--- src/rtl/multi_tick_gen.sv ---
// rtl/multi_tick_gen.sv - multi-channel tick / square-wave generator with run-time divisors
// Optional macro PHASE_SYNC_EN adds sync_in to phase-align all channels.
module multi_tick_gen #(
  parameter int NUM_CH = 3,
  parameter int CNT_W  = 32,
  parameter int CH_W   = 2,
  parameter logic [NUM_CH*CNT_W-1:0] DEFAULT_DIVS = {32'd200000, 32'd25000000, 32'd100000}
) (
  input  logic              clk,
  input  logic              rst,
  input  logic [NUM_CH-1:0] ch_en,
  input  logic              cfg_we,
  input  logic [CH_W-1:0]   cfg_ch,
  input  logic [CNT_W-1:0]  cfg_div,
`ifdef PHASE_SYNC_EN
  input  logic              sync_in,
`endif
  output logic [NUM_CH-1:0] pending,
  output logic [NUM_CH-1:0] tick,
  output logic [NUM_CH-1:0] sq
);

  for (genvar i = 0; i < NUM_CH; i++) begin : g_ch
    logic [CNT_W-1:0] cnt;
    logic [CNT_W-1:0] div_a;
    logic [CNT_W-1:0] div_s;
    logic [CNT_W-1:0] div_new;
    logic             pend_q;
    logic             tick_q;
    logic             sq_q;
    logic             we_hit;
    logic             run;
    logic             wrap;

    // Out-of-range channel numbers never match any i, so those writes drop out here.
    assign we_hit  = cfg_we && (cfg_ch == CH_W'(i));
    assign run     = ch_en[i] && (div_a != '0);
    assign wrap    = (cnt == div_a - CNT_W'(1));
    assign div_new = we_hit ? cfg_div : div_s;

    always_ff @(posedge clk) begin
      if (rst) begin
        cnt    <= '0;
        div_a  <= DEFAULT_DIVS[i*CNT_W +: CNT_W];
        div_s  <= '0;
        pend_q <= 1'b0;
        tick_q <= 1'b0;
        sq_q   <= 1'b0;
      end
`ifdef PHASE_SYNC_EN
      else if (sync_in) begin
        cnt    <= '0;
        tick_q <= 1'b0;
        sq_q   <= 1'b0;
        pend_q <= 1'b0;
        if (we_hit || pend_q) div_a <= div_new;
        if (we_hit) div_s <= cfg_div;
      end
`endif
      else if (run) begin
        tick_q <= wrap;
        if (wrap) begin
          // Period boundary: the only point where a running channel adopts a new divisor.
          cnt  <= '0;
          sq_q <= ~sq_q;
          if (we_hit || pend_q) begin
            div_a  <= div_new;
            pend_q <= 1'b0;
          end
          if (we_hit) div_s <= cfg_div;
        end else begin
          cnt <= cnt + CNT_W'(1);
          if (we_hit) begin
            div_s  <= cfg_div;
            pend_q <= 1'b1;
          end
        end
      end else begin
        tick_q <= 1'b0;
        if (we_hit) begin
          div_s  <= cfg_div;
          pend_q <= 1'b1;
        end else if (pend_q) begin
          // Stopped channel has no boundary to wait for; restart so cnt stays below div.
          div_a  <= div_s;
          cnt    <= '0;
          pend_q <= 1'b0;
        end
      end
    end

    assign pending[i] = pend_q;
    assign tick[i]    = tick_q;
    assign sq[i]      = sq_q;
  end

endmodule

--- config.mk ---
export PLATFORM = sky130hd
export DESIGN_NAME = multi_tick_gen
export DESIGN_NICKNAME = d
export VERILOG_FILES = /design/src/rtl/multi_tick_gen.sv
export SDC_FILE = /design/constraint.sdc
export NUM_CORES = 1
export LEC_CHECK = 0
export ABC_CLOCK_PERIOD_IN_PS = 5300
export CORE_MARGIN = 3
export CORE_UTILIZATION = 55
export DETAILED_ROUTE_END_ITERATION = 6
export PLACE_DENSITY = 0.78
export SLEW_MARGIN = 20
export SYNTH_ARGS = -nofsm -noshare
export SYNTH_HDL_FRONTEND = slang
export SYNTH_SLANG_ARGS = --single-unit
export TNS_END_PERCENT = 100
--- constraint.sdc ---
create_clock -name clk -period 5.3 [get_ports clk]
set_input_delay 0.795 -clock clk [delete_from_list [all_inputs] [get_ports clk]]
set_output_delay 0.795 -clock clk [all_outputs]
set_load 0.005 [all_outputs]
* After elaboration in Yosys (flattened, before gate mapping) *
Index checks and enable logic that the tools add are counted.

storage, ports and cells
  register bits = 297
  logic and storage cells = 126
  input port bits = 40
  output and inout bits = 9

cells by class
  reductions and logical operators = 31
  add/sub/neg operators = 6
  equality and inequality tests = 20
  muxes and demuxes = 45
  bitwise operators = 6

operators with widths
  cell                   count
  $mux 32                30
  $add 32x1->32 const B  3
  $eq 32x32->1           3
  $reduce_bool 32->1     3
  $sub 32x1->32 const B  3
  $ne 2x1->1 const B     9
  $ne 3x2->1 const B     6
  $reduce_and 2->1       9
  $mux 1                 15
  $reduce_and 4->1       3
  $logic_and 1x1->1      6
  $not 1->1              6
  $reduce_bool 2->1      3
  $reduce_or 2->1        3
  $logic_or 1x1->1       3
  $eq 2x1->1 const B     1
  $eq 2x2->1 const B     1
  $logic_not 2->1        1

* Depth between registers and ports, before layout *
Gate-level depths: netlist (run 1).

  depth in word-level cells = 6
  gate-level depth with buffers = 15

* Least setup slack after synthesis (run 1) *
Ideal clock, no wire load.

  kind = flip-flop to flip-flop
  from = register g_ch[0].div_a[0]
  to = register g_ch[0].div_a[12]
  arrival time = 3.748 ns
  cell stages (with the launch flop) = 15
  slack = 1.411 ns
  period minus slack after synthesis = 3.889 ns
  required time = 5.159 ns
  cell sequence = dfxtp_1 -> inv_1 -> ha_1 -> or3b_2 -> clkbuf_1 -> or4_1 -> buf_2 -> nor4_1 -> mux2_2 -> or4b_1 -> nor4b_2 -> nand3_2 -> buf_6 -> nand4b_1 -> o31ai_2

on the way
  longest elaborated chain between the ends = 4
  elaborated cells between the ends (all ways) = 10

ends and longest elaborated chain
  what                                                              RTL line  source
  start, declared                                                   25        logic [CNT_W-1:0] div_a;
  start signal, assigned                                            44        div_a <= DEFAULT_DIVS[i*CNT_W +: CNT_W];
  start signal, assigned                                            67        div_a <= div_new;
  start signal, assigned                                            85        div_a <= div_s;
  $sub 32x1->32 / $reduce_bool 32->1 (equally long branches)        38, 37
  $eq 32x32->1 / $logic_and 1x1->1 (equally long branches)          38, 37
  $ne 2x1->1 (no line) / $reduce_bool 2->1 (equally long branches)  -
  $reduce_and 4->1 (no line)                                        -

Several ways; a longest one is shown, not always the timed one.
A chain may end at the register's enable or synchronous reset.

* Final worst setup path (run 1) *
  from = register g_ch[0].div_a[0]
  to = register g_ch[0].div_a[25]

The elaborated chain is that of the path after synthesis.

==> metrics.cfg, run 1 <==
[status]
status=finished clean

[floorplan]
die-width_um=183
initial_utilization_pct=56.1
core.rowCount=64
dieHeight_um=183
io_pins=49
dieArea_um2=33600
core_um2=30800

[sta]
slew_headroom_pct=35.1
setup_slack_ns=0.712
fin_skew_ns=0.0201
tightest_slew_ns=0.972
setup_tns_ns=0
hold_violations=0
slew_viol_final=0
timing.fmax_mhz=218
period_needed_ns=4.59
rsz0062_at_grt=false
period_share_pct=86.6
finalSetupViolations=0

[final_layout]
fill_cells=2663
num-nets-final=2165
multi_input_area_um2=10500
seqCellArea_um2=5950
syn_to_final_growth_pct=9.62
num_antenna_cells=0
drive_gt1_share_pct=7.94
fin_cells=2538

[route]
drt-total-wl_mm=47.8
route.detailed.drc=0
vias=16155
wire_per_inst_um=18.8
drt-pass1-iter-count=5
routed_via_density=6.37
first_iter_violations=1535
antenna_left=0

[setup_path]
arrival_ns=4.96
path_class=flip-flop to flip-flop
end_kind=flip-flop
cp_top_family=simple AND/OR/NAND/NOR gates
cp_num_buf_inv=1
crit_path_max_fanout=26
slowest_delay_ns=0.62
critical_path_required_ns=5.68
cp-start-kind=flip-flop
cp_slowest_cell=or4_1
cp_cell_sequence=inv_1, ha_1, or3b_2, or4_1, nor4_1, mux2_2, or4b_1, nor4b_2, nand3_2, nand4b_1, o31ai_2

[power]
clock_power_share_pct=45.8
internal_power_mw=3.93
worst_ir_drop_vdd_mv=0.251
pwr-share-comb_pct=9.6
powerDensity_nw_per_um2=278
p_sw_share_pct=25.4
seq_power_share_pct=44.5
power_leakage_nw=6.56
p_sw_mw=1.34

[synthesis]
async_flop_share_pct=0
yosysTopAreaCellShare_pct=34.4
synth_edf_count=0
synth.most_common_cell=nand2_1
synthesis.area_um2=17300
synth-xor-area-share_pct=7.97
synth-compound-area-share_pct=18.0
postSynthCellCount=2169
synth_top_family_by_area=simple AND/OR/NAND/NOR gates
netlist_top_cells_area=dfxtp_1 34%, nand2_1 7.0%, a21oi_1 4.9%, mux2i_1 4.5%, nor2_1 4.1%
ys_types=86
syn_nets=2215
ys_ff_latch=297
ys_warn_count=0
synth_simple_gate_area_share_pct=29.1
synth_common_cells=324 x nand2_1, 297 x dfxtp_1, 191 x nor2_1
yosysSeqAreaShare_pct=34.4
synth_mux_area_share_pct=5.23
synth_area_leader_cell=dfxtp_1
yosys_most_used_dff=dfxtp_1
synth_area_per_cell_um2=7.97
synth_adder_area_share_pct=0.434

[cts]
clock-sinks=297
cts_tree=built
clk_path_buf_depth=3
cts_buffers=34
worst_skew_pair.late_latency_ns=0.53
cts_htree_levels=2
clk_pin_slew_ns=0.06
post_cts_buffers=0
cts_resized=0
cts_root_buffer=clkbuf_16
ctsHoldBuffers=0

[global_route]
grt_max_degree=111
overflow=0
antenna_found_initial=0
track_usage_pct=27.8
grt_pass1_vias=14752
grt_pass1_wl_mm=76.6

[placed_design]
dpl_worst_slack_ns=0.773
gp_congestion=0.938
dpl.cell_count=2478
dpl.hpwl_mm=34.0
port_buffers=48

[min_path]
hp-class=flip-flop to flip-flop

[run]
drv_cap=0

## cell families after synthesis
| logic type | after synthesis |
|---|---|
| XOR/XNOR | 154 |
| AO/OA/AOI/OAI | 445 |
| adder cells (fa/ha/maj) | 6 |
| buffers and inverters | 188 |
| multiplexers | 89 |
| AND/OR/NAND/NOR | 990 |
| flip-flops | 297 |
## placed cells by master (no fill, tap or decap), types with 8 or more instances in the layout
cell	synthesis	layout
clkdlybuf4s50_1	0	47
or3_1	25	25
a211oi_1	25	25
nand2b_1	15	15
o31ai_1	12	12
nand4_1	41	41
nor4_1	37	37
or2_2	16	16
dfxtp_1	297	297
nand4b_1	30	30
buf_4	10	30
a21o_1	13	13
nand2_1	324	324
a21oi_1	168	168
clkbuf_8	0	8
a2111oi_0	11	11
clkbuf_16	0	35
nor2_1	191	190
nand3b_1	15	15
mux2_2	11	11
a311oi_1	47	47
nand3_1	82	82
nor3_1	68	67
nor2b_1	24	24
xor2_1	75	75
mux2i_1	78	78
xnor2_1	77	77
o211ai_1	10	10
nor3b_1	9	8
and4_1	8	8
a31oi_1	18	18
o21ai_0	38	38
and2_1	10	10
and3_1	33	33
o31ai_2	25	25
inv_1	23	23
or4_1	22	22
## layer usage
layer | vias to the layer above | routed length, µm | track usage, %
met4 | 0 | 1550 | 9.72
met1 | 7668 | 20800 | 38.9
met5 | - | 0 | 0
met3 | 118 | 4080 | 4.82
met2 | 633 | 21400 | 43.5
li1 | 7736 | - | -
## cell type report
class                   instances  area share (%)
clock buffers                  47            5.23
clock inverters                12           0.878
inverters                      23           0.455
multi-input cells            1684            55.6
flip-flops and latches        297            31.4
well taps                     396            2.61
repair buffers                 79            3.89
## worst min-delay path: stages, from the launching register on
cell	delay, ns
dfxtp_1	0.30
nand2_1	0.05
a21oi_1	0.05
## worst paths after layout
check                    startpoint                 to  slack (ns)  cells after the start
setup / recovery   g_ch[0].div_a[0]  g_ch[0].div_a[25]        0.71                     11
hold / removal    g_ch[1].div_s[13]  g_ch[1].div_s[13]        0.45                      2
setup reg to reg   g_ch[0].div_a[0]  g_ch[0].div_a[25]        0.71                     11
hold reg to reg   g_ch[1].div_s[13]  g_ch[1].div_s[13]        0.45                      2
## registers in the layout, indices dropped and copies added, names as in the netlist
register     flops
g_ch.cnt        96
g_ch.div_a      96
g_ch.div_s      96
g_ch.pend_q      3
g_ch.sq_q        3
g_ch.tick_q      3
## power by group through the flow
stage / combinational (mW) / sequential, mW / clock (mW)
4_1_cts: 0.499 / 2.35 / 2.46
3_3_place_gp: 0.485 / 2.39 / 0
2_1_floorplan: 0.352 / 2.37 / 0
3_5_place_dp: 0.496 / 2.40 / 0
6_report: 0.507 / 2.35 / 2.42
5_1_grt: 0.554 / 2.36 / 2.56
## per-stage QoR
| stage | instance area, µm² | utilization [%] | hold slack, ns | power, mW |
|---|---|---|---|---|
| 2_1_floorplan | 17300 | - | 0.432 | 2.72 |
| 3_3_place_gp | 17800 | 57.7 | 0.437 | 2.88 |
| 3_5_place_dp | 17800 | 57.7 | 0.442 | 2.89 |
| 4_1_cts | 18900 | 61.4 | 0.450 | 5.30 |
| 5_1_grt | 19000 | 61.5 | 0.467 | 5.47 |
| 6_report | 19000 | 61.5 | 0.449 | 5.28 |
(Power assumes the default switching activity.)
==> run 2, diff against run 1 <==
- GPL_TIMING_DRIVEN: unset -> 0
==> run 2 against run 1 <==
Net effect: sequential power hardly changed; total power grew 0.19%; clock-buffer cell count increased by 2; worst setup slack got worse by 0.0018 ns; final area is 2.3% higher; fmax about the same.
==> metrics.cfg, run 2 (synthesis gave the netlist of run 1 again) <==
[status]
status=finished clean

[placed_design]
gp_congestion=0.964  ; +2.8%
port_buffers=47  ; -2.1%
dpl.hpwl_mm=40.0  ; +18%

[final_layout]
seqCellArea_um2=5950  ; unchanged
fill_cells=2661  ; -0.075%
syn_to_final_growth_pct=12.2
num_antenna_cells=0  ; unchanged
drive_gt1_share_pct=7.55  ; -0.39 points
multi_input_area_um2=10500  ; -0.23%
mostFrequentLayoutCell=nand2_1
num-nets-final=2299  ; +6.2%
final_cell_mix=324 x nand2_1, 297 x dfxtp_1, 191 x nor2_1
largestRegisters=g_ch.cnt (96), g_ch.div_a (96), g_ch.div_s (96)
final_util_pct=62.9  ; +1.4 points

[sta]
fin_skew_ns=0.0167  ; -0.00343 ns
tightest_slew_ns=1.13  ; +0.155 ns
finalSetupViolations=0  ; unchanged
timing.fmax_mhz=218  ; about the same
setup_tns_ns=0  ; unchanged
rsz0062_at_grt=false
slew_headroom_pct=24.2  ; -11 points
period_share_pct=86.6  ; about the same
hold_violations=0  ; unchanged
period_needed_ns=4.59  ; +0.00183 ns
hold_ws_ns=0.450  ; +0.000760 ns
slew_viol_final=0  ; unchanged

[floorplan]
dieHeight_um=183  ; unchanged
die-width_um=183  ; unchanged
io_pins=49  ; unchanged
core.rowCount=64  ; unchanged
dieArea_um2=33600  ; unchanged
initial_utilization_pct=56.1  ; unchanged
core_um2=30800  ; unchanged

[route]
route.detailed.drc=0  ; unchanged
first_iter_violations=1544  ; +0.59%
antenna_left=0  ; unchanged
vias=17015  ; +5.3%
wire_per_inst_um=20.1  ; +6.7%
drt-pass1-iter-count=6  ; +1
drt-total-wl_mm=53.8  ; +12%
routed_via_density=6.36  ; about the same

[min_path]
min_path_cells=2  ; unchanged
hp-class=flip-flop to flip-flop
hold_path.startpoint=g_ch[1].div_s[12]
hold_end=g_ch[1].div_s[12]

[power]
power_leakage_nw=6.72  ; +2.5%
p_total_mw=5.29  ; +0.19%
powerDensity_nw_per_um2=272  ; -2.1%
worst_ir_drop_vdd_mv=0.353  ; +41%

[cts]
cts_htree_levels=2  ; unchanged
cts_resized=0  ; unchanged
post_cts_buffers=0  ; unchanged
ctsHoldBuffers=0  ; unchanged
cts_buffers=35  ; +2.9%
cts_root_buffer=clkbuf_16
worst_skew_pair.late_latency_ns=0.53  ; about the same
clk_path_buf_depth=3  ; unchanged
clk_pin_slew_ns=0.06  ; about the same
clock-sinks=297  ; unchanged
cts_tree=built

[setup_path]
reg2reg_slack_ns=0.71  ; about the same
reg2reg_from=g_ch[1].div_a[0]
rr_endpoint=g_ch[1].div_a[21]
startpoint=g_ch[1].div_a[0]
end_kind=flip-flop
slowest_delay_ns=0.73  ; +0.11 ns
rr_worst_depth=12  ; +1
cp_slowest_cell=or4_1
cp_top_family=simple AND/OR/NAND/NOR gates
cp_num_buf_inv=5  ; +4
cp-start-kind=flip-flop
cp_cell_sequence=clkbuf_1, inv_1, ha_1, clkbuf_1, nand4_1, or4_1, o31ai_4, nor2_1, clkbuf_1, clkbuf_1, a211oi_1, mux2i_1
path_class=flip-flop to flip-flop
arrival_ns=4.98  ; +0.02 ns
crit_top_cell=clkbuf_1
critical_path_required_ns=5.69  ; about the same
crit_path_max_fanout=10  ; -62%

[global_route]
grt_pass1_wl_mm=84.8  ; +11%
grt_pass1_vias=15918  ; +7.9%
antenna_found_initial=0  ; unchanged
track_usage_pct=31.3  ; +3.5 points
overflow=0  ; unchanged
grt_max_degree=14  ; -87%

[run]
drv_cap=0  ; unchanged

-- run 2: cell type report --
type                    count  area share [%]
repair buffers             47            2.42
inverters                  23           0.445
plain buffers             165            3.90
flip-flops and latches    297            30.6
multi-input cells        1684            54.2
clock inverters            14           0.600
clock buffers              49            5.26
well taps                 396            2.55
-- run 2: per-layer routing --
metal | vias to the layer above | part of all wire, % | global-route usage, %
met3 | 134 | 9.6 | 5.79
met1 | 8110 | 42 | 42.7
met2 | 778 | 44 | 50.0
li1 | 7993 | - | -
met5 | - | 0 | 0
met4 | 0 | 3.8 | 11.1
-- run 2: worst max path at each step --
stage	endpoint	slack [ns]	depth (start not counted)
2_1_floorplan	g_ch[0].div_a[12]	1.41	14
3_3_place_gp	g_ch[1].div_a[21]	0.81	12
3_5_place_dp	g_ch[1].div_a[22]	0.80	12
4_1_cts	g_ch[1].div_a[22]	0.78	12
5_1_grt	g_ch[1].div_a[22]	0.39	12
6_report	g_ch[1].div_a[21]	0.71	12
-- run 2: tightest hold or removal path, delay by kind of cell, from the launching register on --
kind            cells  cell delay [ns]
simple gates        1             0.05
compound gates      1             0.05
flops               1             0.30
-- run 2: power by group --
| part | total [mW] | internal (mW) | switching (mW) | leakage [nW] |
|---|---|---|---|---|
| clock | 2.39 | 1.40 | 0.989 | 0.566 |
| sequential | 2.34 | 2.29 | 0.0572 | 2.41 |
| combinational | 0.554 | 0.193 | 0.361 | 3.75 |
| total | 5.29 | 3.88 | 1.41 | 6.72 |
-- run 2: metrics by stage --
| step | setup slack (ns) | instances | cell area (µm²) |
|---|---|---|---|
| 2_1_floorplan | 1.41 | 2169 | 17300 |
| 3_3_place_gp | 0.814 | 2612 | 18300 |
| 3_5_place_dp | 0.802 | 2612 | 18300 |
| 4_1_cts | 0.780 | 2675 | 19400 |
| 5_1_grt | 0.392 | 2675 | 19400 |
| 6_report | 0.710 | 2675 | 19400 |
==> run 3, diff against run 2 <==
- CORE_UTILIZATION: 55 -> 50
- PLACE_DENSITY: 0.78 -> 0.73
==> run 3 against run 2 <==
Net effect: fmax rose by 0.90%; flip-flop and latch count is the same; total power down 2.0%; non-clock buffer count is 1 higher; register-to-register slack better by 0.04 ns; critical path depth stayed put; combinational power about the same; routed wire length decreased by 0.89%; largest cell class unchanged; clock-buffer cell count down 1; final area did not move.
==> metrics.cfg, run 3 (synthesis gave the netlist of run 1 again) <==
[final_layout]
final_util_pct=57.4  ; -5.5 points
syn_to_final_growth_pct=12.2  ; unchanged
num_antenna_cells=0  ; unchanged
seqCellArea_um2=5950  ; unchanged
mostFrequentLayoutCell=nand2_1
fill_cells=3139  ; +18%
num-nets-final=2299  ; unchanged
multi_input_area_um2=10500  ; about the same
final_cell_mix=324 x nand2_1, 297 x dfxtp_1, 191 x nor2_1
drive_gt1_share_pct=7.21  ; -0.34 points
fin_cells=2722  ; +1.8%
design_area_um2=19400  ; unchanged
largestRegisters=g_ch.cnt (96), g_ch.div_a (96), g_ch.div_s (96)

[floorplan]
dieArea_um2=36900  ; +9.7%
die-width_um=192  ; +4.7%
dieHeight_um=192  ; +4.7%
io_pins=49  ; unchanged
initial_utilization_pct=51.2  ; -4.9 points
core_um2=33800  ; +9.6%
core.rowCount=67  ; +4.7%

[cts]
cts_resized=0  ; unchanged
clock-sinks=297  ; unchanged
clk_path_buf_depth=3  ; unchanged
post_cts_buffers=0  ; unchanged
worst_skew_pair.late_latency_ns=0.54  ; about the same
cts_buffers=34  ; -2.9%
clk_pin_slew_ns=0.06  ; about the same
cts_tree=built
ctsHoldBuffers=0  ; unchanged
cts_root_buffer=clkbuf_16
cts_htree_levels=2  ; unchanged

[power]
internal_power_mw=3.80  ; -1.9%
p_total_mw=5.18  ; -2.0%
pwr-share-comb_pct=10.7  ; +0.2 points
p_sw_mw=1.38  ; -2.2%
powerDensity_nw_per_um2=267  ; -2.0%
power_leakage_nw=6.68  ; -0.57%
seq_power_share_pct=45.2  ; +0.9 points
p_sw_share_pct=26.6  ; -0.041 points
worst_ir_drop_vdd_mv=0.253  ; -28%
clock_power_share_pct=44.1  ; -1.1 points

[setup_path]
cp_slowest_cell=or4_1
arrival_ns=4.95  ; -0.03 ns
cp_cell_sequence=clkbuf_1, inv_1, ha_1, clkbuf_1, nand4_1, or4_1, o31ai_4, nor2_1, clkbuf_1, clkbuf_1, a211oi_1, mux2i_1
rr_worst_depth=12  ; unchanged
critical_path_required_ns=5.70  ; about the same
crit_path_max_fanout=10  ; unchanged
rr_endpoint=g_ch[1].div_a[21]
end_kind=flip-flop
cp-start-kind=flip-flop
path_class=flip-flop to flip-flop
slowest_delay_ns=0.73  ; about the same
cp_top_family=simple AND/OR/NAND/NOR gates
startpoint=g_ch[1].div_a[0]
reg2reg_slack_ns=0.75  ; +0.04 ns
cp_num_buf_inv=5  ; unchanged
reg2reg_from=g_ch[1].div_a[0]
crit_top_cell=clkbuf_1

[global_route]
grt_pass1_wl_mm=83.6  ; -1.4%
track_usage_pct=28.3  ; -3.0 points
grt_max_degree=13  ; -1
overflow=0  ; unchanged
grt_pass1_vias=15732  ; -1.2%
antenna_found_initial=0  ; unchanged

[placed_design]
placed_area_um2=18300  ; +0.40%
gp_congestion=0.966  ; +0.22%
dpl.hpwl_mm=39.7  ; -0.76%
dpl_worst_slack_ns=0.808  ; +0.00649 ns
port_buffers=47  ; unchanged
dpl.cell_count=2665  ; +2.0%

[route]
wire_per_inst_um=19.6  ; -2.6%
route.detailed.drc=0  ; unchanged
drt-total-wl_mm=53.3  ; -0.89%
vias=16904  ; -0.65%
drt-pass1-iter-count=5  ; -1
antenna_left=0  ; unchanged
routed_via_density=6.21  ; -2.4%
first_iter_violations=1434  ; -7.1%

[sta]
period_needed_ns=4.55  ; -0.0408 ns
slew_viol_final=0  ; unchanged
slew_headroom_pct=25.6  ; +1.5 points
rsz0062_at_grt=false
finalSetupViolations=0  ; unchanged
tightest_slew_ns=1.09  ; -0.0396 ns
setup_tns_ns=0  ; unchanged
hold_violations=0  ; unchanged
timing.fmax_mhz=220  ; +0.90%
period_share_pct=85.8  ; -0.77 points
hold_ws_ns=0.452  ; +0.00215 ns
setup_slack_ns=0.751  ; +0.0408 ns
fin_skew_ns=0.0234  ; +0.00672 ns

[min_path]
hp-class=flip-flop to flip-flop
min_path_cells=2  ; unchanged
hold_path.startpoint=g_ch[1].div_s[20]
hold_end=g_ch[1].div_s[20]

[status]
status=finished clean

[run]
drv_cap=0  ; unchanged

## run 3: how the worst max path moves through the flow
stage,endpoint,slack (ns),depth (start not counted)
detailed placement,g_ch[1].cnt[4],0.81,12
finish,g_ch[1].div_a[21],0.75,12
floorplan,g_ch[0].div_a[12],1.41,14
CTS,g_ch[1].div_a[21],0.82,12
global placement,g_ch[1].div_a[21],0.91,12
global route,g_ch[1].cnt[4],0.44,12
## run 3: worst register-to-register path: stages (launching register included)
cell and delay, ns:
dfxtp_1 0.30, clkbuf_1 0.20, inv_1 0.10, ha_1 0.14, clkbuf_1 0.35, nand4_1 0.49
or4_1 0.73, o31ai_4 0.57, nor2_1 0.31, clkbuf_1 0.34, clkbuf_1 0.32, a211oi_1 0.46
mux2i_1 0.12
## run 3: metal layers
layer	global-route usage, %	up-vias	share of wire (%)
li1	-	8004	-
met1	39.0	8104	43
met2	44.9	697	45
met3	4.93	99	8.8
met4	9.67	0	3.3
met5	0	-	0
## run 3: power by group through the flow
stage / Clock, mW / Combinational, mW / Sequential, mW
after CTS: 2.32 / 0.541 / 2.34
final: 2.28 / 0.553 / 2.34
after detailed placement: 0 / 0.537 / 2.39
after global routing: 2.40 / 0.598 / 2.35
after global placement: 0 / 0.525 / 2.39
after floorplan: 0 / 0.352 / 2.37
## run 3: cell type report
class,count,share of cell area [%]
buffer,165,3.90
clock buffer,48,4.97
clock inverter,9,0.516
inverter,23,0.445
multi-input combinational,1684,54.2
sequential,297,30.6
tap,448,2.89
timing repair buffer,48,2.46
